`config.mk`:
```
export PLATFORM = sky130hd
export DESIGN_NAME = emmc_cmd_phy
export DESIGN_NICKNAME = d
export VERILOG_FILES = /design/src/rtl/emmc_cmd_phy.sv
export SDC_FILE = /design/constraint.sdc
export NUM_CORES = 1
export LEC_CHECK = 0
export CORE_MARGIN = 2
export CORE_UTILIZATION = 57
export DETAILED_ROUTE_END_ITERATION = 16
export PLACE_DENSITY_LB_ADDON = 0.25
export SLEW_MARGIN = 10
export SYNTH_ARGS = -nofsm -noshare
export SYNTH_HDL_FRONTEND = slang
export SYNTH_SLANG_ARGS = --single-unit
```
`constraint.sdc`:
```
create_clock -name clk -period 5.5 [get_ports clk]
set_input_delay 1.1 -clock clk [delete_from_list [all_inputs] [get_ports clk]]
set_output_delay 1.1 -clock clk [all_outputs]
set_load 0.005 [all_outputs]
```
`src/rtl/emmc_cmd_phy.sv`:
```
// emmc_cmd_phy
// Bit-level engine for the eMMC CMD line. Serializes a 48-bit command frame
// (start, transmission bit, index, argument, CRC7, end bit), releases the line
// to the card and then captures a 48- or 136-bit response, checking the end
// bit and, for 48-bit responses with CRC, the CRC7 field.
//
// Ports:
//   clk, rst_n      system clock, asynchronous active-low reset
//   sd_clk_en       one-cycle strobe marking each card-clock bit boundary
//   cmd_valid/ready command handshake; ready is high only while idle
//   cmd_index       6-bit command index
//   cmd_arg         32-bit command argument
//   resp_type       00 none, 01 48-bit + CRC, 10 136-bit, 11 48-bit no CRC
//   done            one-cycle completion pulse
//   resp_data       captured response, right-aligned, held until next command
//   resp_crc_err    CRC or end-bit error, valid from done
//   resp_timeout    no response start bit within TIMEOUT_CYCLES strobes
//   cmd_o_out       to tristate buffer data input
//   cmd_o_oe        to tristate buffer output enable
//   cmd_i           pad readback from tristate buffer
module emmc_cmd_phy #(
    parameter int TIMEOUT_CYCLES = 64
) (
    input  logic         clk,
    input  logic         rst_n,
    input  logic         sd_clk_en,
    input  logic         cmd_valid,
    output logic         cmd_ready,
    input  logic [5:0]   cmd_index,
    input  logic [31:0]  cmd_arg,
    input  logic [1:0]   resp_type,
    output logic         done,
    output logic [127:0] resp_data,
    output logic         resp_crc_err,
    output logic         resp_timeout,
    output logic         cmd_o_out,
    output logic         cmd_o_oe,
    input  logic         cmd_i
);

    localparam int TW = $clog2(TIMEOUT_CYCLES + 1);

    typedef enum logic [2:0] {
        S_IDLE      = 3'd0,
        S_SEND      = 3'd1,
        S_WAIT_RESP = 3'd2,
        S_RECV      = 3'd3,
        S_DONE      = 3'd4
    } state_t;

    // One serial step of CRC7, polynomial x^7 + x^3 + 1.
    function automatic logic [6:0] crc7_step(input logic [6:0] crc, input logic din);
        logic fb;
        fb = din ^ crc[6];
        crc7_step = {crc[5:3], crc[2] ^ fb, crc[1:0], fb};
    endfunction

    // Full command frame: start, transmission bit, index, arg, CRC7, end bit.
    function automatic logic [47:0] build_frame(input logic [5:0] idx, input logic [31:0] arg);
        logic [39:0] head;
        logic [6:0]  crc;
        head = {1'b0, 1'b1, idx, arg};
        crc  = 7'd0;
        for (int i = 39; i >= 0; i--) begin
            crc = crc7_step(crc, head[i]);
        end
        build_frame = {head, crc, 1'b1};
    endfunction

    state_t       state_r;
    logic [46:0]  frame_r;      // bits still to be sent after the one on the line
    logic [5:0]   bit_cnt_r;
    logic [1:0]   rtype_r;
    logic [TW-1:0] to_cnt_r;
    logic [7:0]   rx_cnt_r;     // bits received after the start bit
    logic [6:0]   rx_crc_r;
    logic [47:0]  new_frame_s;
    logic [7:0]   rx_last_s;

    assign new_frame_s = build_frame(cmd_index, cmd_arg);
    // Index of the end bit among the bits following the response start bit.
    assign rx_last_s   = (rtype_r == 2'b10) ? 8'd134 : 8'd46;

    // Command/response sequencer with registered line and status outputs.
    always_ff @(posedge clk or negedge rst_n) begin
        if (!rst_n) begin
            state_r      <= S_IDLE;
            frame_r      <= 47'd0;
            bit_cnt_r    <= 6'd0;
            rtype_r      <= 2'b00;
            to_cnt_r     <= '0;
            rx_cnt_r     <= 8'd0;
            rx_crc_r     <= 7'd0;
            cmd_ready    <= 1'b1;
            done         <= 1'b0;
            resp_data    <= 128'd0;
            resp_crc_err <= 1'b0;
            resp_timeout <= 1'b0;
            cmd_o_out    <= 1'b1;
            cmd_o_oe     <= 1'b0;
        end else begin
            case (state_r)
                S_IDLE: begin
                    cmd_ready <= 1'b1;
                    done      <= 1'b0;
                    cmd_o_oe  <= 1'b0;
                    cmd_o_out <= 1'b1;
                    // A strobe in the acceptance cycle is deliberately ignored:
                    // the start bit goes out on the next cycle and lasts a full bit.
                    if (cmd_valid) begin
                        rtype_r      <= resp_type;
                        frame_r      <= new_frame_s[46:0];
                        bit_cnt_r    <= 6'd47;
                        resp_data    <= 128'd0;
                        resp_crc_err <= 1'b0;
                        resp_timeout <= 1'b0;
                        cmd_ready    <= 1'b0;
                        cmd_o_oe     <= 1'b1;
                        cmd_o_out    <= new_frame_s[47];
                        state_r      <= S_SEND;
                    end
                end
                S_SEND: begin
                    if (sd_clk_en) begin
                        if (bit_cnt_r == 6'd0) begin
                            cmd_o_oe  <= 1'b0;
                            cmd_o_out <= 1'b1;
                            to_cnt_r  <= '0;
                            if (rtype_r == 2'b00) begin
                                done    <= 1'b1;
                                state_r <= S_DONE;
                            end else begin
                                state_r <= S_WAIT_RESP;
                            end
                        end else begin
                            bit_cnt_r <= bit_cnt_r - 6'd1;
                            cmd_o_out <= frame_r[46];
                            frame_r   <= {frame_r[45:0], 1'b0};
                        end
                    end
                end
                S_WAIT_RESP: begin
                    if (sd_clk_en) begin
                        if (!cmd_i) begin
                            // The start bit is 0, so seeding the CRC with 0 already
                            // accounts for it.
                            rx_cnt_r <= 8'd0;
                            rx_crc_r <= 7'd0;
                            state_r  <= S_RECV;
                        end else if (to_cnt_r == TW'(TIMEOUT_CYCLES - 1)) begin
                            resp_timeout <= 1'b1;
                            done         <= 1'b1;
                            state_r      <= S_DONE;
                        end else begin
                            to_cnt_r <= to_cnt_r + TW'(1);
                        end
                    end
                end
                S_RECV: begin
                    if (sd_clk_en) begin
                        if (rx_cnt_r == rx_last_s) begin
                            // End bit: not stored. CRC field is the last 7 stored bits.
                            resp_crc_err <= (!cmd_i) ||
                                            ((rtype_r == 2'b01) && (rx_crc_r != resp_data[6:0]));
                            done         <= 1'b1;
                            state_r      <= S_DONE;
                        end else begin
                            resp_data <= {resp_data[126:0], cmd_i};
                            rx_cnt_r  <= rx_cnt_r + 8'd1;
                            if (rx_cnt_r < 8'd39) begin
                                rx_crc_r <= crc7_step(rx_crc_r, cmd_i);
                            end
                        end
                    end
                end
                S_DONE: begin
                    done      <= 1'b0;
                    cmd_ready <= 1'b1;
                    state_r   <= S_IDLE;
                end
                default: begin
                    done      <= 1'b0;
                    cmd_ready <= 1'b1;
                    cmd_o_oe  <= 1'b0;
                    cmd_o_out <= 1'b1;
                    state_r   <= S_IDLE;
                end
            endcase
        end
    end

endmodule
```
==> run metrics, run 1 <==
synth unique cells=between 50 and 60; Post-synth ARST share=100%; Rel. slew slack=31.3%; maximum VDD drop=0.445 mV; drt drc=0; Net Sw Power=roughly 2.0 mW; Register Area=0.00536 mm^2; prevailing post-synth register cell=dfrtp_1; number of vias per cell=5.50; CTS Buf Count=22; fin. max-slew vios=0; switching power share of the total=37.0%; # diodes=0; Gate power share=roughly 38%; vias in the first global route=7,433; status=finished clean; First-pass DRT Iterations=5; Area growth, synth to finish=25.7%; Fillers=around 1,300; Pint=between 3 and 4 mW; Setup WS pre-CTS=between 1 and 1.5 ns; DP HPWL=15.3 mm; Critical Path Start Type=input port; CTS tree=built; layout cells sized above 1=~4.8%; final setup skew=roughly 0.012 ns; fin crit share=between 60 and 70%; Clock Latency Late Sink=between 0.4 and 0.5 ns; Slew @ Worst Pin=1.03 ns; routed length per instance=15.5 um; Post-synth EDFFs=0; post-cts gate resize count=0; hold path start=resp_data[127]; Max Clk Rate=about 280 MHz; sequential area share after synthesis=roughly 53%; max_cap viols=0; final instance area=roughly 0.013 mm^2; largest family of logic cells by synthesized area=simple AND/OR/NAND/NOR gates; initial antenna violation count=0; clock share of power=25.3%; clock slew at reported path FFs=about 0.060 ns; GP Congestion=roughly 0.87; Synth Instances=roughly 1,100; Compound-Gate Fraction of Synth Area=~14%; Initial Util=around three fifths; r2r startpoint=state_r[0]; Die W=around 140 um; Worst EP arrival=a little under 4 ns; placed inst area=0.0120 mm^2; slack of the critical path=just under 2 ns; RSZ-0062 raised after global routing=false; Critical path origin=cmd_index[4]; synthesized cell area=slightly above 0.01 mm^2; TNS Setup=0 ns; Placed Cells incl. Taps=roughly 1,400; Seq cells post-synth=214; Routed WL=between 20 and 25 mm; total grt overflow=0; Syn Area/Cell=9.19 um^2; worst-path maximum fanout=4; Total Routing Usage GR=roughly a quarter; Die ar.=~0.019 mm^2; Total Power=roughly 5.5 mW; Setup violations, final=0; Non-Filler Instances=1,471; row cnt=48; post-synthesis simple-gate area fraction=a little under a fifth; largest net degree at the start of global routing=between 100 and 150; CTS Sinks=roughly 210; H-tree levels=1; Leak Pwr=5.39 nW; layout net count=approximately 1,300; YS warnings=0; Hold WC Path Type=reg -> reg; Mapped Nets=about 1,100; postcts setup bufs=0; Fin. Hold Viols=0; via count=~8,100; Setup Crit Path Kind=in -> reg; die height=137 um; I/O pins=between 150 and 200; Worst setup EP type=flop; PwrDens=~440 mW/mm^2; post-synthesis adder-cell area fraction=less than 1%; xor/xnor share of the synthesized area=roughly a tenth; area occupied by multi-input gates=0.00446 mm^2; post-synthesis mux area share=less than 1%; CP required=5.87 ns; antenna viol nets, final=0; crit path time final=3.56 ns; initial drt markers=580; root buf cell=clkbuf_16; hold buffer count at cts=0; core area=0.0173 mm^2; Sequential Power Share=between 30% and 40%; Port Buffers=178; Clock Path Buffers=3; first-pass GRT wire length=~37 mm
## cells in the mapped netlist (4+ instances only)
library cell    n  area [um^2]
a21oi_1        11         55.1
a22o_1          7         61.3
a22oi_1         7         52.6
a31oi_1        44          275
and3_1          5         31.3
clkbuf_1       69          259
dfrtp_1       212         5310
ha_1            4         50.1
inv_1           8         30.0
nand2_1       364         1370
nand3_1         8         40.0
nand4_1         7         43.8
nor2_1         65          244
nor3_1          4         20.0
o21ai_0       142          711
o31ai_1         4         30.0
or3b_2          4         35.0
xnor2_1        33          289
xnor3_1        16          360
xor2_1         24          210
## cell usage in the layout (no fill, tap or decap), types with 4 or more instances in the layout
cell type,instances
xnor2_1,33
buf_4,4
nand2_1,364
inv_1,8
dfrtp_1,212
clkbuf_16,23
a31oi_1,44
or3b_2,4
o21ai_0,142
nor3_1,4
nor2_1,64
clkbuf_1,5
ha_1,4
and3_1,5
clkdlybuf4s50_1,177
a21oi_1,11
xor2_1,24
nand3_1,8
a22o_1,7
nand4_1,7
a22oi_1,6
xnor3_1,16
clkbuf_8,6
o31ai_1,4
## critical path, cell delays in order
cell and delay (ns):
clkdlybuf4s50_1 0.56, xor3_2 0.48, xor3_2 0.43, xnor3_2 0.42, xor2_2 0.21, xnor3_1 0.42
a221o_1 0.30
## registers in the layout, indices dropped and copies added, names as in the netlist
register and flops:
bit_cnt_r 6, frame_r 47, rx_crc_r 7, resp_crc_err 1, cmd_o_out 1, cmd_o_oe 1
done 1, rx_cnt_r 8, cmd_ready 1, rtype_r 2, resp_timeout 1, resp_data 128
state_r 3, to_cnt_r 7
## through the flow
step	util [%]	hold slack, ns
floorplan	-	0.439
global route	73.3	0.523
detailed placement	69.4	0.475
finish	73.3	0.488
global placement	69.4	0.464
CTS	73.3	0.488
## worst paths after layout
| path | endpoint | slack [ns] | cells after the start |
|---|---|---|---|
| worst max-delay path | frame_r[6] | 1.94 | 7 |
| worst min-delay path | resp_data[127] | 0.49 | 2 |
| worst max register to register | bit_cnt_r[3] | 2.52 | 6 |
| worst min register to register | resp_data[127] | 0.49 | 2 |
| max in group asynchronous | frame_r[6] | 3.73 | 2 |
| min in group asynchronous | resp_data[108] | 0.73 | 1 |
## layer usage
layer / track usage (%) / wire, um / vias up
met5: 0 / 0 / -
met3: 3.30 / 1280 / 28
li1: - / - / 3933
met4: 6.01 / 325 / 0
met2: 38.5 / 11100 / 201
met1: 35.1 / 10100 / 3926
## cells by family (layout without fill, tap and decap cells)
| logic type | after synthesis | after routing |
|---|---|---|
| flops | 214 | 214 |
| fa+ha+maj | 4 | 4 |
| simple gates | 478 | 478 |
| mux | 2 | 2 |
| compound gates | 237 | 237 |
| xor+xnor | 82 | 82 |
| buf+inv | 80 | 229 |
## layout make-up
type / count / area share, %
timing repair buffer: 185 / 14.8
tap: 225 / 2.22
inverter: 8 / 0.237
multi-input combinational: 803 / 35.1
clock buffer: 33 / 5.23
clock inverter: 3 / 0.118
sequential: 214 / 42.3
## power by group through the flow
stage          Clock (mW)  Sequential [mW]  Combinational, mW
2_1_floorplan           0             1.99               1.69
3_3_place_gp            0             2.06               2.02
3_5_place_dp            0             2.07               2.08
4_1_cts              1.43             2.05               2.09
5_1_grt              1.49             2.09               2.32
6_report             1.40             2.05               2.08
Note: power is estimated with default switching activity, not from simulation.
==> run 2: changes to the inputs <==
- CORE_UTILIZATION: 57 -> 48
- clock period: 5.5 -> 2.9 ns (I/O delays scaled with it)
==> run 2 against run 1 <==
Power is 100% higher. Largest power group unchanged. Worst hold slack worse by 0.40 ns. Via count grew 1.8%. Clock power rose by 110%. Flip-flop and latch count stayed put. Final cell count grew 7.2%. Routed wire length grew 5.8%. Utilization decreased by 9.4 points. Die area rose by 18%.
==> run metrics, run 2 (synthesized netlist as in run 1, its figures left out) <==
root buf cell=clkbuf_16; PwrDens=845 mW/mm^2; Die W=approximately 150 um; highest-delay cell along the critical path=clkdlybuf4s50_1; final core occ=a little under two thirds; Worst Hold Margin=between 0.08 and 0.09 ns; Setup Crit Path Kind=in -> reg; vias in the first global route=roughly 8,000; First-pass DRT Iterations=5; final setup skew=0.00860 ns; Setup WS pre-CTS=-0.511 ns; Gate power share=between 30% and 40%; layout net count=between 1,000 and 1,500; initial drt markers=~360; Routed WL=24.2 mm; Slew @ Worst Pin=0.789 ns; DP HPWL=16.5 mm; I/O pins=179; # diodes=0; fin. max-slew vios=0; Critical path origin=cmd_index[2]; register with the most flip-flops=resp_data; Leak Pwr=5.71 nW; fin crit share=96.5%; final instance area=0.0133 mm^2; Total Routing Usage GR=between 20% and 30%; hold buffer count at cts=0; crit path time final=2.80 ns; RSZ-0062 raised after global routing=false; Initial Util=roughly half; largest net degree at the start of global routing=approximately 260; clock slew at reported path FFs=approximately 0.060 ns; first-pass GRT wire length=roughly 40 mm; layout cells sized above 1=roughly 9.3%; total grt overflow=0; CP peak stage delay=0.48 ns; r2r startpoint=rx_cnt_r[0]; area occupied by multi-input gates=0.00449 mm^2; Pint=a little over 7 mW; Sequential Power Share=34.3%; Total Power=between 10 and 15 mW; CTS tree=built; crit path cell chain=clkdlybuf4s50_1 -> xnor3_2 -> buf_4 -> xnor2_2 -> xnor3_2 -> xnor3_1 -> xnor3_1 -> a221o_1; CP required=3.29 ns; commonest non-fill, non-tap cell in the layout=nand2_1; status=finished clean; Fin. Hold Viols=0; number of vias per cell=between 5 and 6; Worst setup EP type=flop; core area=around 0.021 mm^2; maximum VDD drop=0.824 mV; Setup violations, final=0; placed inst area=about 0.012 mm^2; Area growth, synth to finish=31.8%; Reg2Reg Setup Slack=0.38 ns; commonest cells after routing, fill and taps aside=nand2_1 (364), dfrtp_1 (212), clkdlybuf4s50_1 (177), o21ai_0 (142), nor2_1 (64); max_cap viols=0; row cnt=53; Hold WC Path Type=in -> async; slack of the critical path=0.102 ns; CTS Sinks=roughly 210; Port Buffers=178; via count=between 8,000 and 9,000; Die ar.=0.0222 mm^2; Register Area=about 0.0054 mm^2; GP Congestion=between 0.8 and 0.9; clock share of power=between 20% and 30%; Max Clk Rate=357 MHz; routed length per instance=around 15 um; Largest register FFs=about 130; worst-path maximum fanout=3; switching power share of the total=36.2%; CTS Buf Count=24; H-tree levels=1; Rel. slew slack=approximately 47%; top flop regs=resp_data x128, frame_r x47, rx_cnt_r x8; drt drc=0; Net Sw Power=4.07 mW; initial antenna violation count=0; Fillers=around 1,800; Worst EP arrival=~3.2 ns; antenna viol nets, final=0; Critical Path Start Type=input port; die height=149 um; Clock Path Buffers=3; Clock Latency Late Sink=0.51 ns
-- run 2: path summary, 6_finish.rpt --
check | to | depth (start not counted)
worst max-delay path | frame_r[6] | 8
worst min register to register | resp_data[127] | 2
worst min-delay path | resp_data[113] | 1
worst max register to register | resp_data[112] | 7
min in group clk | resp_data[127] | 2
max in group asynchronous | cmd_ready | 2
-- run 2: layout make-up --
type	instances	area share (%)
Multi-Input combinational cell	803	33.8
Inverter	8	0.226
Clock inverter	11	0.838
Clock buffer	32	5.05
Timing Repair Buffer	234	17.2
Sequential cell	214	40.3
Tap cell	275	2.59
-- run 2: per-stage QoR --
stage / cells / setup TNS [ns]
6_report: 1577 / 0
5_1_grt: 1577 / 0
4_1_cts: 1576 / 0
3_5_place_dp: 1533 / -2.30
3_3_place_gp: 1533 / -1.98
2_1_floorplan: 1097 / 0
-- run 2: per-layer routing --
layer  global-route usage (%)  share of wire (%)
met3                     3.24                5.6
met2                     35.5                 48
met1                     31.3                 45
met5                        0                  0
met4                     5.29                1.6
-- run 2: critical path: cells and delay by family --
family | cells | cell delay [ns]
XOR/XNOR | 5 | 1.65
buffers and inverters | 2 | 0.65
AO/OA/AOI/OAI | 1 | 0.31
-- run 2: power by group through the flow --
stage	clock (mW)	sequential (mW)	combinational [mW]
floorplan	0	3.77	3.20
finish	2.99	3.85	4.39
CTS	3.07	3.84	4.37
global placement	0	3.87	4.26
detailed placement	0	3.89	4.36
global route	3.20	3.91	4.89
-- run 2: timing repair --
action | CTS | global route
setup buffers | 0 | 1
gates resized for setup | 0 | 7
setup endpoints to repair | 0 | 2
